$ cat config.mk
export PLATFORM = sky130hd
export DESIGN_NAME = mem_port_arbiter_flat
export DESIGN_NICKNAME = d
export VERILOG_FILES = /design/src/rtl/mem_port_arbiter_if.sv /design/src/rtl/mem_port_arbiter.sv /design/src/flat_wrapper.sv
export SDC_FILE = /design/constraint.sdc
export NUM_CORES = 1
export LEC_CHECK = 0
export BUFFER_PORTS_ARGS = -buffer_cell sky130_fd_sc_hd__buf_2
export CORE_MARGIN = 2
export CORE_UTILIZATION = 43
export DETAILED_ROUTE_END_ITERATION = 16
export HOLD_SLACK_MARGIN = 0.15
export PLACE_DENSITY = 0.73
export SLEW_MARGIN = 20
export SYNTH_ARGS = -nofsm -noshare
export SYNTH_HDL_FRONTEND = slang
export SYNTH_SLANG_ARGS = --single-unit
$ cat constraint.sdc
create_clock -name clock -period 3 [get_ports clock]
set_clock_uncertainty 0.05 [all_clocks]
set_input_delay 0.15 -clock clock [delete_from_list [all_inputs] [get_ports clock]]
set_output_delay 0.15 -clock clock [all_outputs]
set_load 0.01 [all_outputs]
$ cat src/rtl/mem_port_arbiter_if.sv
// rtl/mem_port_arbiter_if.sv - requester and memory signal bundle for the shared-SRAM arbiter
interface mem_port_arbiter_if #(
  parameter int ADDR_WIDTH = 10,
  parameter int DATA_WIDTH = 32
);
  logic                  if_req;
  logic [ADDR_WIDTH-1:0] if_addr;
  logic [DATA_WIDTH-1:0] if_rdata;
  logic                  if_ack;
  logic                  dm_req;
  logic                  dm_we;
  logic [ADDR_WIDTH-1:0] dm_addr;
  logic [DATA_WIDTH-1:0] dm_wdata;
  logic [DATA_WIDTH-1:0] dm_rdata;
  logic                  dm_ack;
  logic                  mem_cs;
  logic                  mem_we;
  logic [ADDR_WIDTH-1:0] mem_addr;
  logic [DATA_WIDTH-1:0] mem_wdata;
  logic [DATA_WIDTH-1:0] mem_rdata;
  logic                  busy;

  // slave: the arbiter's view; master: requesters plus memory around it
  modport slave (
    input  if_req, if_addr, dm_req, dm_we, dm_addr, dm_wdata, mem_rdata,
    output if_rdata, if_ack, dm_rdata, dm_ack, mem_cs, mem_we, mem_addr, mem_wdata, busy
  );

  modport master (
    output if_req, if_addr, dm_req, dm_we, dm_addr, dm_wdata, mem_rdata,
    input  if_rdata, if_ack, dm_rdata, dm_ack, mem_cs, mem_we, mem_addr, mem_wdata, busy
  );
endinterface

$ cat src/rtl/mem_port_arbiter.sv
// rtl/mem_port_arbiter.sv - round-robin arbiter sharing one single-port SRAM between IF and DM
module mem_port_arbiter #(
  parameter int ADDR_WIDTH  = 10,
  parameter int DATA_WIDTH  = 32,
  parameter int WAIT_CYCLES = 2
) (
  input  logic              clock,
  input  logic              reset,
  mem_port_arbiter_if.slave bus
);
  localparam logic [1:0] IDLE   = 2'd0;
  localparam logic [1:0] ACCESS = 2'd1;
  localparam logic [1:0] RESP   = 2'd2;
  localparam logic [3:0] LAST_CNT = 4'(WAIT_CYCLES - 1);

  logic [1:0]            state;
  logic                  last_grant_dm;
  logic                  grant_dm;
  logic [3:0]            wait_cnt;
  logic                  cap_we;
  logic [ADDR_WIDTH-1:0] cap_addr;
  logic [DATA_WIDTH-1:0] cap_wdata;
  logic [DATA_WIDTH-1:0] if_rdata_q;
  logic [DATA_WIDTH-1:0] dm_rdata_q;
  logic                  pick_dm;

  // DM wins when alone, or on a tie when IF was served last
  assign pick_dm = bus.dm_req && (!bus.if_req || !last_grant_dm);

  always_ff @(posedge clock or posedge reset) begin
    if (reset) begin
      state         <= IDLE;
      last_grant_dm <= 1'b0;
      grant_dm      <= 1'b0;
      wait_cnt      <= 4'd0;
      cap_we        <= 1'b0;
      cap_addr      <= '0;
      cap_wdata     <= '0;
      if_rdata_q    <= '0;
      dm_rdata_q    <= '0;
    end else begin
      case (state)
        IDLE: begin
          if (bus.if_req || bus.dm_req) begin
            grant_dm      <= pick_dm;
            last_grant_dm <= pick_dm;
            cap_we        <= pick_dm && bus.dm_we;
            cap_addr      <= pick_dm ? bus.dm_addr : bus.if_addr;
            cap_wdata     <= pick_dm ? bus.dm_wdata : '0;
            wait_cnt      <= 4'd0;
            state         <= ACCESS;
          end
        end
        ACCESS: begin
          wait_cnt <= wait_cnt + 4'd1;
          if (wait_cnt == LAST_CNT) begin
            state <= RESP;
            // read data is taken on the last ACCESS edge so it is visible with the ack
            if (!cap_we) begin
              if (grant_dm) dm_rdata_q <= bus.mem_rdata;
              else          if_rdata_q <= bus.mem_rdata;
            end
          end
        end
        RESP:    state <= IDLE;
        default: state <= IDLE;
      endcase
    end
  end

  assign bus.mem_cs    = (state == ACCESS);
  assign bus.mem_we    = (state == ACCESS) && cap_we;
  assign bus.mem_addr  = (state == ACCESS) ? cap_addr  : '0;
  assign bus.mem_wdata = (state == ACCESS) ? cap_wdata : '0;
  assign bus.if_ack    = (state == RESP) && !grant_dm;
  assign bus.dm_ack    = (state == RESP) && grant_dm;
  assign bus.if_rdata  = if_rdata_q;
  assign bus.dm_rdata  = dm_rdata_q;
  assign bus.busy      = (state != IDLE);
endmodule

$ cat src/flat_wrapper.sv
// flat-port wrapper written by rule: the top's interface ports become plain ports
module mem_port_arbiter_flat 
#(
  parameter int ADDR_WIDTH  = 10,
  parameter int DATA_WIDTH  = 32,
  parameter int WAIT_CYCLES = 2
)
  (clock, reset, bus_if_req, bus_if_addr, bus_dm_req, bus_dm_we, bus_dm_addr, bus_dm_wdata, bus_mem_rdata, bus_if_rdata, bus_if_ack, bus_dm_rdata, bus_dm_ack, bus_mem_cs, bus_mem_we, bus_mem_addr, bus_mem_wdata, bus_busy);
  mem_port_arbiter_if #(.ADDR_WIDTH(ADDR_WIDTH), .DATA_WIDTH(DATA_WIDTH)) bus_i ();
  input  logic clock;
  input  logic reset;
  input wire logic [$bits(bus_i.if_req)-1:0] bus_if_req;
  input wire logic [$bits(bus_i.if_addr)-1:0] bus_if_addr;
  input wire logic [$bits(bus_i.dm_req)-1:0] bus_dm_req;
  input wire logic [$bits(bus_i.dm_we)-1:0] bus_dm_we;
  input wire logic [$bits(bus_i.dm_addr)-1:0] bus_dm_addr;
  input wire logic [$bits(bus_i.dm_wdata)-1:0] bus_dm_wdata;
  input wire logic [$bits(bus_i.mem_rdata)-1:0] bus_mem_rdata;
  output wire logic [$bits(bus_i.if_rdata)-1:0] bus_if_rdata;
  output wire logic [$bits(bus_i.if_ack)-1:0] bus_if_ack;
  output wire logic [$bits(bus_i.dm_rdata)-1:0] bus_dm_rdata;
  output wire logic [$bits(bus_i.dm_ack)-1:0] bus_dm_ack;
  output wire logic [$bits(bus_i.mem_cs)-1:0] bus_mem_cs;
  output wire logic [$bits(bus_i.mem_we)-1:0] bus_mem_we;
  output wire logic [$bits(bus_i.mem_addr)-1:0] bus_mem_addr;
  output wire logic [$bits(bus_i.mem_wdata)-1:0] bus_mem_wdata;
  output wire logic [$bits(bus_i.busy)-1:0] bus_busy;
  assign bus_i.if_req = bus_if_req;
  assign bus_i.if_addr = bus_if_addr;
  assign bus_i.dm_req = bus_dm_req;
  assign bus_i.dm_we = bus_dm_we;
  assign bus_i.dm_addr = bus_dm_addr;
  assign bus_i.dm_wdata = bus_dm_wdata;
  assign bus_i.mem_rdata = bus_mem_rdata;
  assign bus_if_rdata = bus_i.if_rdata;
  assign bus_if_ack = bus_i.if_ack;
  assign bus_dm_rdata = bus_i.dm_rdata;
  assign bus_dm_ack = bus_i.dm_ack;
  assign bus_mem_cs = bus_i.mem_cs;
  assign bus_mem_we = bus_i.mem_we;
  assign bus_mem_addr = bus_i.mem_addr;
  assign bus_mem_wdata = bus_i.mem_wdata;
  assign bus_busy = bus_i.busy;
  mem_port_arbiter #(.ADDR_WIDTH(ADDR_WIDTH), .DATA_WIDTH(DATA_WIDTH), .WAIT_CYCLES(WAIT_CYCLES)) u_core (.clock(clock), .reset(reset), .bus(bus_i));
endmodule
# After elaboration in Yosys (flattened, before gate mapping)
# Cells that the tools add are included.
[op_classes]
n_mux = 9
n_bitwise = 2
n_eq_ne = 5
n_addsub = 1
n_reduce_logical = 17
[op_table]
columns = ["operator", "n"]
rows = [
  ["2-to-1 mux 32 bit", 2],
  ["2-to-1 mux 10 bit", 2],
  ["one-hot mux 4 bit (2 select lines)", 1],
  ["AND reduction 4 bit", 2],
  ["AND reduction 2 bit", 3],
  ["logical AND 1 bit", 5],
  ["adder 4 x 1 -> 4 bit (second input constant)", 1],
  ["== test 4 x 1 -> 1 bit (second input constant)", 1],
  ["2-to-1 mux 2 bit", 2],
  ["2-to-1 mux 4 bit", 1],
  ["!= test 2 x 1 -> 1 bit (second input constant)", 2],
  ["one-hot mux 2 bit (2 select lines)", 1],
  ["nonzero test 2 bit", 2],
  ["== test 2 x 1 -> 1 bit (second input constant)", 1],
  ["== test 2 bit (second input constant)", 1],
  ["logical NOT 1 bit", 2],
  ["logical NOT 2 bit", 1],
  ["logical OR 1 bit", 2],
  ["NOT 1 bit", 2],
]
[totals]
input_bits = 89
output_inout_bits = 111
reg_bits = 114
elab_cells = 42

# Logic depth before layout (Yosys ltp)
[logic_depth]
depth_word = 4
ltp_mapped = 6
ltp_nobuf = 5

# Worst setup path before layout
# OpenSTA, ideal clock, no wires.
[synth_timing]
kind = "reg2reg"
start = "register u_core.wait_cnt[1]"
end = "register u_core.dm_rdata_q[0], in the netlist u_core.bus.dm_rdata[0]"
slack_ps = 1346
period_less_slack_ps = 1654
setup_ps = 128
required_ps = 2822
arrival_ps = 1476
stages_incl_launch_ff = 7
cell_sequence = "dfrtp_1 > inv_1 > ha_1 > nor3b_4 > nand4b_2 > buf_2 > mux2_1"
[synth_between]
elab_chain_len = 2
[synth_lines]
columns = ["item", "line_no", "text"]
rows = [
  ["start: declaration", "mem_port_arbiter.sv:19", "logic [3:0] wait_cnt;"],
  ["start signal: assignment", "mem_port_arbiter.sv:55", "wait_cnt <= wait_cnt + 4'd1;"],
  ["== test 4 x 1 -> 1 bit", "mem_port_arbiter.sv:56", "if (wait_cnt == LAST_CNT) begin"],
  ["AND reduction 4 bit (no line)", "--", ""],
  ["end signal: assignment", "mem_port_arbiter.sv:60", "if (grant_dm) dm_rdata_q <= bus.mem_rdata;"],
  ["end: declaration", "mem_port_arbiter.sv:24", "logic [DATA_WIDTH-1:0] dm_rdata_q;"],
]
# No other way between the ends.
# A chain may end at the register's enable or synchronous reset.

# Worst setup path in the final report
[layout_timing]
start = "register u_core.wait_cnt[1]"
end = "register u_core.if_rdata_q[19], in the netlist u_core.bus.if_rdata[19]"
[layout_between]
elab_chain_len = 2
[layout_lines]
columns = ["item", "line_no", "text"]
rows = [
  ["== test 4 x 1 -> 1 bit", "mem_port_arbiter.sv:56", ""],
  ["AND reduction 4 bit (no line)", "--", ""],
  ["end signal: assignment", "mem_port_arbiter.sv:61", "else if_rdata_q <= bus.mem_rdata;"],
  ["end: declaration", "mem_port_arbiter.sv:23", "logic [DATA_WIDTH-1:0] if_rdata_q;"],
]
# No other way between the ends.

==> flow_results.org <==
** Global routing
- Busiest grt layer :: met2
- Routing usage on met2 :: 37.8%
- Wire length of the first global-routing pass :: 20200 µm
- The number of antenna violations at the first check in global routing was 0.
- Global-route usage over all layers :: 22.5%
- The number of global-route vias before repair is 4054.
- Met3 usage in global routing :: 7.11%
- Global routing consumed, on the met1 layer, 26.7% of the routing resources.
- Summed over all layers, the global routing overflow is 0.
- Entering global routing, the biggest net connects 48 pins.

** Synthesis
- Mean post-synth cell area :: 14.5 µm²
- The top cell type by area accounts for 60.7% of the synthesized area.
- Counting every net in the synthesized netlist gives 415.
- The share of the Yosys chip area taken by registers is 60.7%.
- Summing every instance area after synthesis gives 4700 µm².
- Counting flops with a built-in enable in the synthesized netlist gives 0.
- Synth unique cells :: 29
- The largest total area in the synthesized netlist belongs to dfrtp_1.
- Among all flip-flop cells after synthesis, the most frequent one is dfrtp_1.
- Ranked by total cell area, the synthesized netlist is headed by dfrtp_1, mux2_2, mux2_1.
- Library cell with the highest instance count after synthesis :: dfrtp_1
- Most frequent cells after synthesis :: dfrtp_1, mux2_2, and2_1
- Flops & latches, synth :: 114
- In the synthesized netlist the async set-or-reset flop fraction comes to 100%.
- During synthesis, Yosys emitted a total of 0 warnings.
- Synthesis produced a netlist whose cell count is 324.

** Worst setup path
- Startpoint of the worst-slack reg-to-reg timing path :: u_core.wait_cnt[1]
- Of all nets on the critical path, the largest fanout is 32.
- Critical path start-end classification :: reg2reg
- Max stage delay cell, worst path :: nand3_2
- The endpoint identified for the worst register-to-register timing path is u_core.bus.if_rdata[19].
- STA classifies the critical path endpoint as a flop.
- The worst setup path is launched from a flop.
- Counting cells, the worst reg-to-reg path comes to 5.
- Internal reg-to-reg setup slack :: 0.65 ns
- STA puts the critical path data required time at 3.33 ns.
- Data arrives at the worst endpoint at 2.67 ns.
- Walking the worst path, the cells encountered are inv_1 -> ha_1 -> nor3b_4 -> nand3_2 -> mux2_2.
- Slowest Stage Delay on Critical Path :: 0.70 ns

** Floorplan
- The die is 109 µm tall.
- Ports placed on the boundary :: 200
- Die Span X :: 109 µm
- Core box area :: 10700 µm²
- Row count :: 38
- Initial Utilization :: 43.7%
- The die covers 11800 µm².

** STA
- The routed design could run at a clock period as short as 2.35 ns.
- Worst slew margin relative to its limit :: 42.6%
- Hold is met by 0.313 ns.
- Setup Viol. Count Final :: 0
- Number of failing hold endpoints at the final stage :: 0
- Final worst-path cycle share :: 78.3%
- Timing would allow up to 426 MHz.
- Setup repair after global routing left no endpoint under its margin.
- For the pin with the worst max-slew slack, the measured transition is 0.859 ns.
- Pins over their slew limit :: 0
- Sum of negative setup slack :: 0 ns

** Layout
- The filler cells instantiated in the layout total 740.
- In the final design database the tool counted 709 nets.
- Count of inserted antenna diode cells :: 0
- Fraction of final layout cells sized beyond drive strength 1 :: 47.5%
- Relative area change from synthesis to final layout :: 54.6%

** Clocking
- Clock transition time at the flip-flop clock pins of the worst setup and hold paths :: 0.06 ns
- TritonCTS clock tree :: built
- In this run, CTS created clock tree buffers numbering 17.
- The clock drives 114 sinks.
- The cell sitting at the root of the clock tree is a clkbuf_8.
- The clock passes through at most 2 buffers.
- Count of H-tree levels built during CTS :: 4
- Latest clock arrival within the worst-skew pair :: 0.50 ns

** Pwr
- Internal power contribution :: 5.01 mW
- Summed over all nets, the switching power comes to 2.58 mW.
- Share of total power in combinational logic :: 40.5%
- In this run the power density over the cells is 1040 nW/µm².
- Per report_power, the clock group accounts for 23.0% of the total.
- IR analysis of the VDD net gives a maximum drop of 0.524 mV.
- Proportion of power drawn by flip-flops and latches :: 36.5%
- Switch share :: 34.0%
- Summed over all cells, the static leakage comes to 3.58 nW.

** Placement
- Input and output buffers added on the ports amount to 199.
- Final GP Congestion :: 0.746
- After legalization and detailed placement, the total HPWL measured 7440 µm.

** Detailed routing
- Iteration count of the initial detailed-routing pass :: 4
- Count of routing violations after the opening detailed-route iteration :: 155
- Dividing the detail-routed via count by the number of cells gives 4.97.
- Post-DR wirelength/cell :: 17.0 µm
- Summing over every cut layer, the via total after detailed routing is 3811.
- After detailed routing, the number of remaining DRC violations is 0.
- Routed wire length :: 13000 µm
- The count of nets left with antenna violations once routing finished came out at 0.

** Min path
- The min-delay analysis places its worst path in the category in2async.

** Job
- Max_cap viols :: 0

** Run status
- Status :: finished clean
[worst max-delay path by stage]
stage	from	endpoint	slack [ns]	depth (start not counted)
2_1_floorplan	u_core.wait_cnt[1]	u_core.bus.dm_rdata[0]	1.35	6
3_3_place_gp	u_core.wait_cnt[1]	u_core.bus.if_rdata[17]	0.76	5
3_5_place_dp	u_core.wait_cnt[1]	u_core.bus.if_rdata[24]	0.67	5
5_1_grt	u_core.wait_cnt[1]	u_core.bus.if_rdata[19]	0.44	5
4_1_cts	u_core.wait_cnt[1]	u_core.bus.if_rdata[24]	0.64	5
6_report	u_core.wait_cnt[1]	u_core.bus.if_rdata[19]	0.65	5
[layout by cell type (no fill, tap or decap), drive strengths merged, types with 2 or more instances in the layout]
cell | netlist | layout
a22o | 34 | 34
and2 | 45 | 45
buf | 13 | 206
clkbuf | 7 | 22
clkinv | 0 | 5
clkinvlp | 0 | 2
dfrtp | 114 | 114
dlygate4sd3 | 0 | 89
ha | 2 | 2
inv | 4 | 3
mux2 | 85 | 85
nand3 | 2 | 2
nor2 | 3 | 3
nor3b | 2 | 2
xnor2 | 2 | 2
[worst max-delay path, delay by kind of cell (launching register included)]
| family | cells | cell delay (ns) |
|---|---|---|
| AND/OR/NAND/NOR | 2 | 0.98 |
| multiplexers | 1 | 0.56 |
| flip-flops | 1 | 0.41 |
| adder cells (fa/ha/maj) | 1 | 0.13 |
| buffers and inverters | 1 | 0.07 |
[cell families (layout without fill, tap and decap cells)]
kind of cell	after synthesis	count (layout)	synth area share, %
DFF	114	114	60.7
xor gates and xnor gates	2	2	0.373
adders and majority gates	2	2	0.533
muxes	85	85	20.4
AOI/OAI and AO/OA	40	40	7.32
and+or+nand+nor	57	57	8.02
buffers and inverters	24	327	2.66
[final cells by class]
| class | count | area, µm² | area share, % |
|---|---|---|---|
| clock buffers | 22 | 483 | 6.65 |
| clock inverters | 6 | 32.5 | 0.448 |
| inverters | 4 | 18.8 | 0.258 |
| multi-input cells | 186 | 1730 | 23.8 |
| flip-flops and latches | 114 | 2850 | 39.3 |
| well taps | 140 | 175 | 2.41 |
| repair buffers | 295 | 1970 | 27.1 |
[per-layer routing]
metal  vias to the layer above  wire length [µm]
li1                       1733                 -
met1                      1872              5270
met2                       187              6410
met3                        19              1060
met4                         0               266
met5                         -                 0
[timing repair]
action | in CTS | in global routing
hold buffers | 88 | 1
gates resized for setup | 0 | 0
setup buffers | 0 | 0
endpoints found under the hold margin | 143 | 1
[stage by stage]
step	util, %	std cells	setup slack (ns)	power [mW]	instance area [µm²]
finish	67.6	767	0.652	7.59	7270
global route	67.6	767	0.439	8.07	7270
CTS	67.3	765	0.643	7.54	7230
detailed placement	54.3	649	0.673	5.65	5830
global placement	54.3	649	0.756	5.55	5830
floorplan	-	324	1.35	4.54	4700
[sequential cells by signal (all words and copies together), names as in the netlist]
signal                flops
u_core.bus.if_rdata      32
u_core.cap_addr          10
u_core.state              2
u_core.cap_we             1
u_core.cap_wdata         32
u_core.wait_cnt           4
u_core.bus.dm_rdata      32
u_core.last_grant_dm      1
[power groups by stage]
stage | logic, mW | registers [mW] | clock network (mW)
floorplan | 1.65 | 2.89 | 0
global placement | 2.83 | 2.72 | 0
detailed placement | 2.90 | 2.75 | 0
CTS | 3.02 | 2.75 | 1.77
global route | 3.35 | 2.86 | 1.86
finish | 3.07 | 2.77 | 1.75
No activity file was read; power rests on OpenSTA's default activity.
